### src/rtl/systolic_feed_ctrl_pkg.sv
// Shared definitions for the systolic-array feed path: sequencer states,
// common size defaults and the lane-slice helper.
package systolic_feed_ctrl_pkg;

  localparam int unsigned FEED_N_DEF     = 3;
  localparam int unsigned DATA_WIDTH_DEF = 16;
  localparam int unsigned DEPTH_DEF      = 8;

  typedef enum logic [2:0] {
    IDLE,
    PRE,
    LOAD,
    POST,
    FEED,
    DRAIN
  } feed_state_t;

  function automatic int unsigned lane_lo(input int unsigned lane, input int unsigned width);
    return lane * width;
  endfunction

endpackage

### src/rtl/systolic_feed_ctrl_lane.sv
// Per-lane write-enable / zero-select decode for one row or column FIFO.
// Lane LANE gets LANE leading zeros and N-LANE trailing zeros around the data.
module feed_lane_ctrl
  import systolic_feed_ctrl_pkg::*;
#(
  parameter int unsigned N    = FEED_N_DEF,
  parameter int unsigned LANE = 0,
  parameter int unsigned CW   = 4
) (
  input  feed_state_t   state,
  input  logic [CW-1:0] cnt,
  input  logic          in_valid,
  output logic          w_en,
  output logic          zero_sel
);

  always_comb begin
    w_en     = 1'b0;
    zero_sel = 1'b1;
    unique case (state)
      PRE:  w_en = (cnt < CW'(LANE));
      LOAD: begin
        w_en     = in_valid;
        zero_sel = 1'b0;
      end
      POST: w_en = (cnt < CW'(N - LANE));
      default: ;
    endcase
  end

endmodule

### src/rtl/systolic_feed_ctrl.sv
// Feed sequencer for the NxN MAC array: writes skewed operands into the
// row/column FIFOs, streams them out in lock-step, then waits for drain.
module systolic_feed_ctrl
  import systolic_feed_ctrl_pkg::*;
#(
  parameter int unsigned N            = FEED_N_DEF,
  parameter int unsigned DATA_WIDTH   = DATA_WIDTH_DEF,
  parameter int unsigned DEPTH        = DEPTH_DEF,
  parameter int unsigned DRAIN_CYCLES = 2 * N + 1
) (
  input  logic                         clk,
  input  logic                         rst,
  input  logic                         start,
  input  logic [$clog2(DEPTH+1)-1:0]   k_len,
  input  logic                         in_valid,
  output logic                         in_ready,
  input  logic [N*DATA_WIDTH-1:0]      a_data,
  input  logic [N*DATA_WIDTH-1:0]      b_data,
  output logic [N*DATA_WIDTH-1:0]      row_wdata,
  output logic [N*DATA_WIDTH-1:0]      col_wdata,
  output logic [N-1:0]                 row_w_en,
  output logic [N-1:0]                 col_w_en,
  output logic [N-1:0]                 row_r_en,
  output logic [N-1:0]                 col_r_en,
  output logic                         busy,
  output logic                         done,
  output logic                         err
);

  localparam int unsigned KW = $clog2(DEPTH + 1);
  localparam int unsigned CW = $clog2(DEPTH + DRAIN_CYCLES + 1);
  localparam logic [KW-1:0] K_MAX = KW'(DEPTH - N);

  feed_state_t   state, state_n;
  logic [CW-1:0] cnt, cnt_n;
  logic [KW-1:0] k_q, k_n;
  logic [CW-1:0] k_ext;
  logic          done_n, err_n;

  assign k_ext = CW'(k_q);

  always_ff @(posedge clk or posedge rst) begin
    if (rst) begin
      state <= IDLE;
      cnt   <= '0;
      k_q   <= '0;
      done  <= 1'b0;
      err   <= 1'b0;
    end else begin
      state <= state_n;
      cnt   <= cnt_n;
      k_q   <= k_n;
      done  <= done_n;
      err   <= err_n;
    end
  end

  always_comb begin
    state_n = state;
    cnt_n   = cnt + CW'(1);
    k_n     = k_q;
    done_n  = 1'b0;
    err_n   = 1'b0;
    unique case (state)
      IDLE: begin
        cnt_n = '0;
        if (start) begin
          if (k_len == '0 || k_len > K_MAX) begin
            err_n = 1'b1;
          end else begin
            k_n     = k_len;
            state_n = (N > 1) ? PRE : LOAD;
          end
        end
      end
      PRE: begin
        if (cnt == CW'(N - 2)) begin
          state_n = LOAD;
          cnt_n   = '0;
        end
      end
      // cnt here counts accepted beats, so it only advances on in_valid
      LOAD: begin
        cnt_n = cnt;
        if (in_valid) begin
          if (cnt == k_ext - CW'(1)) begin
            state_n = POST;
            cnt_n   = '0;
          end else begin
            cnt_n = cnt + CW'(1);
          end
        end
      end
      POST: begin
        if (cnt == CW'(N - 1)) begin
          state_n = FEED;
          cnt_n   = '0;
        end
      end
      FEED: begin
        if (cnt == k_ext + CW'(N - 1)) begin
          state_n = DRAIN;
          cnt_n   = '0;
        end
      end
      DRAIN: begin
        if (cnt == CW'(DRAIN_CYCLES - 1)) begin
          state_n = IDLE;
          cnt_n   = '0;
          done_n  = 1'b1;
        end
      end
      default: begin
        state_n = IDLE;
        cnt_n   = '0;
      end
    endcase
  end

  assign in_ready = (state == LOAD);
  assign busy     = (state != IDLE);
  assign row_r_en = {N{state == FEED}};
  assign col_r_en = {N{state == FEED}};

  for (genvar g = 0; g < N; g++) begin : g_lane
    logic row_zero, col_zero;

    feed_lane_ctrl #(.N(N), .LANE(g), .CW(CW)) u_row (
      .state    (state),
      .cnt      (cnt),
      .in_valid (in_valid),
      .w_en     (row_w_en[g]),
      .zero_sel (row_zero)
    );

    feed_lane_ctrl #(.N(N), .LANE(g), .CW(CW)) u_col (
      .state    (state),
      .cnt      (cnt),
      .in_valid (in_valid),
      .w_en     (col_w_en[g]),
      .zero_sel (col_zero)
    );

    assign row_wdata[lane_lo(g, DATA_WIDTH) +: DATA_WIDTH] =
      row_zero ? '0 : a_data[lane_lo(g, DATA_WIDTH) +: DATA_WIDTH];
    assign col_wdata[lane_lo(g, DATA_WIDTH) +: DATA_WIDTH] =
      col_zero ? '0 : b_data[lane_lo(g, DATA_WIDTH) +: DATA_WIDTH];
  end

endmodule

### config.mk
export PLATFORM = sky130hd
export DESIGN_NAME = systolic_feed_ctrl
export DESIGN_NICKNAME = d
export VERILOG_FILES = /design/src/rtl/systolic_feed_ctrl_pkg.sv /design/src/rtl/systolic_feed_ctrl_lane.sv /design/src/rtl/systolic_feed_ctrl.sv
export SDC_FILE = /design/constraint.sdc
export NUM_CORES = 1
export LEC_CHECK = 0
export CAP_MARGIN = 20
export CORE_UTILIZATION = 27
export CTS_BUF_LIST = sky130_fd_sc_hd__clkbuf_8
export DETAILED_ROUTE_END_ITERATION = 10
export GPL_TIMING_DRIVEN = 0
export PLACE_DENSITY_LB_ADDON = 0.3
export SETUP_SLACK_MARGIN = 0.05
export SYNTH_ARGS = -nofsm -noshare
export SYNTH_HDL_FRONTEND = slang
export SYNTH_SLANG_ARGS = --single-unit
### constraint.sdc
create_clock -name clk -period 2.44 [get_ports clk]
set_clock_uncertainty 0.05 [all_clocks]
set_input_delay 0.488 -clock clk [delete_from_list [all_inputs] [get_ports clk]]
set_output_delay 0.488 -clock clk [all_outputs]
set_load 0.02 [all_outputs]
Word-level counts from Yosys, hierarchy flattened
Index checks and enable logic that the tools add are counted.
{"block": "totals", "regBits": 13, "inputBits": 104, "out_inout_bits": 112, "elab_cells": 68}
{"block": "classes", "addsub": 3, "order_cmp": 5, "n_eq_ne": 18, "mux": 30, "n_bitwise": 1, "reduce_logical": 6}
{"cell": "$mux W16", "count": 6}
{"cell": "$mux W3", "count": 8}
{"cell": "$mux W4", "count": 6}
{"cell": "$pmux W4 S5", "count": 1}
{"cell": "$pmux W3 S6", "count": 1}
{"cell": "$ne A2 B2 Y1 const B", "count": 6}
{"cell": "$pmux W1 S3", "count": 3}
{"cell": "$eq A4 B4 Y1", "count": 2}
{"cell": "$lt A4 B1 Y1 const B", "count": 2}
{"cell": "$lt A4 B2 Y1 const B", "count": 2}
{"cell": "$reduce_and A8 Y1", "count": 1}
{"cell": "$eq A3 B2 Y1 const B", "count": 2}
{"cell": "$eq A3 B3 Y1 const B", "count": 2}
{"cell": "$mux W1", "count": 5}
{"cell": "$add A4 B1 Y4 const B", "count": 1}
{"cell": "$add A4 B2 Y4 const B", "count": 1}
{"cell": "$eq A4 B1 Y1 const B", "count": 1}
{"cell": "$eq A4 B2 Y1 const B", "count": 1}
{"cell": "$eq A4 B3 Y1 const B", "count": 1}
{"cell": "$gt A4 B3 Y1 const B", "count": 1}
{"cell": "$logic_not A4 Y1", "count": 1}
{"cell": "$ne A2 B1 Y1 const B", "count": 2}
{"cell": "$sub A4 B1 Y4 const B", "count": 1}
{"cell": "$eq A3 B1 Y1 const B", "count": 1}
{"cell": "other kinds (5)", "count": 5}

Longest topological paths before layout
Gate-level depths: netlist (run 1).
{"block": "logic_depth", "depth_word": 5, "ltp_mapped": 6, "depth_no_buf": 6}

By module
A second synthesis (run 1) with hierarchy kept.
{"block": "hier_totals", "hier_cells": 235, "hier_area_um2": 1876.8}
{"mod": "systolic_feed_ctrl", "n_inst": 1, "cells_per_inst": 203, "area_per_inst_um2": 1584.0, "seq_area_each_um2": 325.3}
{"mod": "feed_lane_ctrl (g_lane[2].u_col ...)", "n_inst": 2, "cells_per_inst": 5, "area_per_inst_um2": 52.6, "seq_area_each_um2": 0.0}
{"mod": "feed_lane_ctrl (g_lane[1].u_col ...)", "n_inst": 2, "cells_per_inst": 6, "area_per_inst_um2": 47.5, "seq_area_each_um2": 0.0}
{"mod": "feed_lane_ctrl (g_lane[0].u_col ...)", "n_inst": 2, "cells_per_inst": 5, "area_per_inst_um2": 46.3, "seq_area_each_um2": 0.0}

Worst setup path after synthesis (run 1)
OpenSTA, ideal clock, no wires.
{"block": "synth_path", "kind": "flip-flop to output port", "start": "register state[0]", "end": "output port col_r_en[1]", "arrival_ns": 1.709, "t_required_ns": 1.902, "path_slack_ns": 0.193, "stages_incl_launch_ff": 4, "path_buffers": 2, "cell_sequence": "dfrtp_1 buf_1 nor3b_1 buf_4"}
{"block": "synth_between", "elab_chain_len": 1}
{"element": "start, declared", "line": "systolic_feed_ctrl.sv:34", "source": "feed_state_t state, state_n;"}
{"element": "start signal, assigned", "line": "systolic_feed_ctrl.sv:50", "source": "state <= state_n;"}
{"element": "$eq A3 B3 Y1", "line": "systolic_feed_ctrl.sv:123", "source": "assign col_r_en = {N{state == FEED}};"}
{"element": "end, declared", "line": "systolic_feed_ctrl.sv:24", "source": "output logic [N-1:0] col_r_en,"}
No other way between the ends.

Worst setup path in the final report (run 1)
{"block": "layout_path", "start": "register state[2]", "end": "output port row_wdata[3]"}
{"block": "layout_between", "elab_chain_len": 2}
{"element": "$eq A3 B2 Y1", "line": "systolic_feed_ctrl_lane.sv:20", "source": "unique case (state)"}
{"element": "$mux W16", "line": "systolic_feed_ctrl.sv:145", "source": "row_zero ? '0 : a_data[lane_lo(g, DATA_WIDTH) +: DATA_WIDTH];"}
{"element": "end, declared", "line": "systolic_feed_ctrl.sv:19", "source": "output logic [N*DATA_WIDTH-1:0] row_wdata,"}
No other way between the ends.

==> results of run 1 <==
layout make-up:
class / count / area, sq um
Buffer: 25 / 179
Clock buffer: 3 / 41.3
Clock inverter: 1 / 5.00
Fill cell: 596 / 2500
Inverter: 10 / 42.5
Multi-Input combinational cell: 181 / 1300
Sequential cell: 13 / 332
Tap cell: 77 / 96.3
Timing Repair Buffer: 220 / 1890
per-layer routing:
layer	vias up	routed length [um]
li1	1189	-
met1	1106	3540
met2	121	4210
met3	15	618
met4	0	180
met5	-	0
critical path, delay by kind of cell, from the launching register on:
kind	cells	cell delay [ps]
buffers and inverters	3	710
DFF	1	450
and+or+nand+nor	2	410
registers in the layout, indices dropped and copies added (netlist names):
| signal | flops |
|---|---|
| cnt | 4 |
| done | 1 |
| err | 1 |
| k_ext | 4 |
| state | 3 |
final timing paths:
kind                           from  cells past startpoint           end
max                        state[2]                      5  row_wdata[3]
min                             rst                      2      state[0]
max reg2reg                k_ext[1]                      6        cnt[3]
min reg2reg                k_ext[3]                      1      k_ext[3]
max in group asynchronous       rst                      2        cnt[0]
min in group clk           k_ext[3]                      1      k_ext[3]
power groups by stage:
stage / combinational [mW] / sequential, mW / clock (mW)
finish: 2.75 / 0.413 / 0.196
global route: 2.94 / 0.423 / 0.210
CTS: 2.77 / 0.407 / 0.199
detailed placement: 2.90 / 0.393 / 0
global placement: 2.84 / 0.390 / 0
floorplan: 1.71 / 0.370 / 0
synth_stat cells (all sizes together):
master and instances:
and2 98, and3b 1, a22oi 2, inv 10, o211ai 1, o41a 1
clkbuf 13, xor2 3, nand4 2, o21bai 1, nand3 4, a32o 1
buf 14, a311oi 1, xnor2 6, ha 8, nor2b 2, nor4 1
o31ai 1, nand3b 1, nand2 6, nor3b 5, a221oi 2, a32oi 1
a21oi 7, and3 1, mux2 4, and4 1, xor3 1, nor2 3
mux2i 1, a211oi 3, nor3 1, or4bb 1, nand2b 1, a22o 3
dfrtp 13, o22ai 1, o21ai 4, a21boi 1
kinds of logic (layout without fill, tap and decap cells):
| family | after synthesis | count (layout) | share of synthesized area |
|---|---|---|---|
| buffers and inverters | 37 | 259 | 0.109 |
| XOR/XNOR | 10 | 10 | 0.0574 |
| multiplexers | 5 | 5 | 0.0308 |
| AND/OR/NAND/NOR | 128 | 128 | 0.443 |
| flip-flops | 13 | 13 | 0.182 |
| AO/OA/AOI/OAI | 30 | 30 | 0.122 |
| adder cells (fa/ha/maj) | 8 | 8 | 0.0560 |
what timing repair did:
item,4_1_cts,5_1_grt
endpoints found under the setup margin,110,93
setup buffers,5,0
hold buffers,0,0
pin swaps,2,1
gates resized for setup,166,134
cell usage in the layout, fill, tap and decap left out, drive strengths merged, types with 2 or more instances in the layout:
| cell type | synthesis | layout |
|---|---|---|
| a211oi | 3 | 3 |
| a21oi | 7 | 7 |
| a221oi | 2 | 2 |
| a22o | 3 | 3 |
| a22oi | 2 | 2 |
| and2 | 98 | 98 |
| buf | 14 | 29 |
| clkbuf | 13 | 65 |
| clkdlybuf4s15 | 0 | 35 |
| clkdlybuf4s50 | 0 | 106 |
| dfrtp | 13 | 13 |
| dlygate4sd2 | 0 | 13 |
| ha | 8 | 8 |
| inv | 10 | 10 |
| mux2 | 4 | 4 |
| nand2 | 6 | 6 |
| nand3 | 4 | 4 |
| nand4 | 2 | 2 |
| nor2 | 3 | 3 |
| nor2b | 2 | 2 |
| nor3b | 5 | 5 |
| o21ai | 4 | 4 |
| xnor2 | 6 | 6 |
| xor2 | 3 | 3 |
through the flow:
stage               cell area, sq um  utilization  std cells  total power, mW  hold slack [ps]
floorplan                       1790            -        231             2.08              315
global placement                4040        0.632        523             3.23              498
CTS                             4070        0.637        531             3.37              514
global route                    3880        0.608        530             3.57              553
finish                          3880        0.608        530             3.36              508
detailed placement              4040        0.632        523             3.29              501
==> results.tsv, run 1 <==
metric	value	unit
number of levels in the clock H-tree	1	
result of the run	finished clean	
met1 track utilization from global routing	0.291	
total clock sinks	13	
Boundary Pins	216	
worst slack at placement	-558	ps
largest cells by area after synthesis	and2_1, dfrtp_1, ha_1	
GP Congestion	0.851	
WL per Instance	16.1	um
kind of critical path	register to output pin	
library cell used as clock root buffer	clkbuf_8	
number of antenna violations at the first check in global routing	0	
overall routed net length	8.55	mm
number of diodes	0	
ratio of routed vias to standard cells	4.59	
via count of the routed design	2431	
Synthesized Nets	343	
master of the slowest instance on the critical path	dfrtp_2	
worst path arrival time	1820	ps
Max rail drop VDD	0.000767	V
number of clock buffers inserted by TritonCTS	3	
met3 GRT Util	0.0298	
fraction of synthesized cell area taken by the top area cell type	0.343	
number of global-route vias before repair	2379	
Worst R2R Setup Slack	410	ps
clock tree buffer depth	2	
HPWL reported at the end of detailed placement	7.07	mm
Worst EP required	1900	ps
yosys warns	0	
setup ws final	82.5	ps
placeable core area	6390	sq um
kind of capture point of the worst setup path	output pin	
total power density per cell area	866	nW/um^2
cell breakdown of the critical path	nor3b_4 -> clkbuf_8 -> buf_2 -> and2_1 -> clkdlybuf4s15_1	
synthesized cell area	1790	sq um
fin crit share	0.966	
stage delay of the slowest cell on the critical path	450	ps
final hold violations	0	
Switch Pwr	1.69	mW
growth of design area from synthesis to finish	117	%
clock network power share	0.058	
unrepaired setup endpoints after global routing	true	
port buffer count	215	
Slew HR	0.532	
initial standard-cell utilization of the core	0.280	
drt first-iter violations	79	
Max Cap Violations	0	
post-detailed-route DRC marker count	0	
Cell variety after synth	44	
cell count after synthesis	231	
accumulated negative setup slack	0	ps
TritonCTS clock tree	built	
achievable clock frequency	424	MHz
Crit Path Max Fanout	10	
Antenna Violating Nets Remaining	0	
leading area contributor after synthesis	and2_1	
Die Ht	83.3	um
ratio of cells with drive above 1 in the final layout	0.247	
routing layer with the top usage in global route	met2	
die footprint	6950	sq um
combinational power share	0.819	
Avg Synthesized Cell Area	7.73	sq um
wire length of the first global-routing pass	12.9	mm
startpoint types	register	
Setup-failing EPs final	0	
Die X-Extent	83.3	um
Net count, final	566	
total congestion overflow	0	
clock latency on the worst-skew pair	250	ps
class of the worst hold path	input port to async pin	
min Tclk post-route	2360	ps
part of the total power dissipated in sequential elements	0.123	
final count of pins violating max slew	0	
Switching Fraction	0.502	
GRT Util Overall	0.234	
pin count of the biggest net entering global routing	14	
leakage power summed over all cells	1.87	nW
flip-flop and latch count after synthesis	13	
worst-margin pin slew	696	ps
internal cell power	1.67	mW
length of the first detailed-routing pass in iterations	4	
proportion of synthesized chip area in sequential cells	0.182	
met2 global-route usage	0.429	
Core Rows	29	
clock slew seen by the registers of the worst setup and hold paths	60	ps
Note: power is estimated with default switching activity, not from simulation.
==> run 2: changes to the inputs <==
- MAX_ROUTING_LAYER: not set -> met4
==> run 2 against run 1 <==
Compared with the run above: worst hold slack hardly changed; worst setup slack better by 0.92 ps; register-to-register slack hardly changed; fmax hardly changed; count of clock-buffer cells in the layout stayed put; cell count stayed put; clock power hardly changed; critical path type unchanged; via count is 1.2% higher.
==> results.tsv, run 2 (synthesis results as in run 1) <==
metric	value	unit
library cell used as clock root buffer	clkbuf_8	
number of levels in the clock H-tree	1	
Boundary Pins	216	
pin count of the biggest net entering global routing	14	
Die Ht	83.3	um
wire length of the first global-routing pass	13.0	mm
setup ws final	83.4	ps
min Tclk post-route	2360	ps
Crit Path Max Fanout	10	
final hold violations	0	
Max Cap Violations	0	
Antenna Violating Nets Remaining	0	
# fillers	597	
Setup-failing EPs final	0	
total congestion overflow	0	
Worst EP required	1900	ps
WL per Instance	16.2	um
number of diodes	0	
clock slew seen by the registers of the worst setup and hold paths	60	ps
kind of capture point of the worst setup path	output pin	
kind of critical path	register to output pin	
class of the worst hold path	input port to async pin	
fin crit share	0.966	
result of the run	finished clean	
HPWL reported at the end of detailed placement	7.07	mm
drt first-iter violations	55	
number of antenna violations at the first check in global routing	0	
critical register-to-register path startpoint	k_ext[1]	
initial standard-cell utilization of the core	0.280	
placeable core area	6390	sq um
TritonCTS clock tree	built	
die footprint	6950	sq um
reg2reg end	cnt[2]	
Worst R2R Setup Slack	420	ps
leakage power summed over all cells	1.87	nW
Die X-Extent	83.3	um
final count of pins violating max slew	0	
total clock sinks	13	
number of clock buffers inserted by TritonCTS	3	
post-detailed-route DRC marker count	0	
first element of the critical path	state[2]	
achievable clock frequency	424	MHz
accumulated negative setup slack	0	ps
GP Congestion	0.865	
Worst Hold Slack	508	ps
ratio of cells with drive above 1 in the final layout	0.245	
Max rail drop VDD	0.000769	V
worst path arrival time	1820	ps
worst-margin pin slew	690	ps
Net count, final	566	
port buffer count	215	
number of global-route vias before repair	2370	
unrepaired setup endpoints after global routing	true	
total power density per cell area	867	nW/um^2
length of the first detailed-routing pass in iterations	4	
Slew HR	0.536	
worst slack at placement	-558	ps
clock tree buffer depth	2	
startpoint types	register	
ratio of routed vias to standard cells	4.64	
GRT Util Overall	0.242	
overall routed net length	8.56	mm
most common library cell in the layout ignoring fill and taps	clkdlybuf4s50_1	
growth of design area from synthesis to finish	117	%
clock latency on the worst-skew pair	250	ps
Core Rows	29	
cell count of the worst reg-to-reg path	6	
commonest cells after routing, fill and taps aside	clkdlybuf4s50_1, and2_1, clkbuf_2	
via count of the routed design	2459	
## run 2: cell counts in the layout (fill, tap and decap cells not counted)
No cell type changed its count.
## run 2: worst max-delay path, stage by stage, from the launching register on
cell and delay [ps]:
dfrtp_2 450, nor3b_4 240, clkbuf_8 210, clkbuf_4 180, and2_1 190, clkdlybuf4s15_2 290
## run 2: final cells by class
class / instances / area [sq um] / share of cell area
repair buffers: 220 / 1890 / 0.486
well taps: 77 / 96.3 / 0.0248
inverters: 10 / 42.5 / 0.0110
clock buffers: 3 / 41.3 / 0.0106
multi-input cells: 181 / 1300 / 0.335
plain buffers: 25 / 179 / 0.0461
clock inverters: 1 / 5.00 / 0.00129
flip-flops and latches: 13 / 330 / 0.0851
## run 2: worst max path at each step
| stage | depth (start not counted) | slack, ps | end |
|---|---|---|---|
| floorplan | 3 | 190 | col_r_en[1] |
| global placement | 5 | -560 | col_wdata[42] |
| detailed placement | 5 | -560 | col_wdata[42] |
| CTS | 7 | 50 | col_w_en[1] |
| global route | 5 | 9 | row_wdata[26] |
| finish | 5 | 80 | col_wdata[42] |
## run 2: stage by stage
| stage | instances | total power, mW | utilization | instance area (sq um) |
|---|---|---|---|---|
| 5_1_grt | 530 | 3.57 | 0.608 | 3880 |
| 3_5_place_dp | 523 | 3.29 | 0.632 | 4040 |
| 2_1_floorplan | 231 | 2.08 | - | 1790 |
| 6_report | 530 | 3.36 | 0.608 | 3880 |
| 4_1_cts | 531 | 3.37 | 0.637 | 4070 |
| 3_3_place_gp | 523 | 3.23 | 0.632 | 4040 |
## run 2: report_power, final
group	total [mW]	internal, mW	leakage (nW)	switching [mW]
registers	0.412	0.301	0.163	0.111
clock network	0.196	0.113	0.0255	0.0835
logic	2.76	1.26	1.68	1.50
total	3.36	1.67	1.87	1.69
## run 2: routing by layer
layer,global-route usage,share of wire
met1,0.293,0.41
met2,0.429,0.49
met4,0.0486,0.019
met5,-,0
met3,0.0308,0.076
## run 2: timing repair
| item | in CTS | in global routing |
|---|---|---|
| resized for setup | 166 | 133 |
| buffers inserted | 5 | 0 |
| hold buffers | 0 | 0 |
| pin swaps | 2 | 1 |
| endpoints found under the setup margin | 110 | 93 |
==> run 3: changes to the inputs <==
- CTS_BUF_LIST: sky130_fd_sc_hd__clkbuf_8 -> not set
==> results of run 3 <==
Final layout, timing and power as in run 2 (identical DEF).
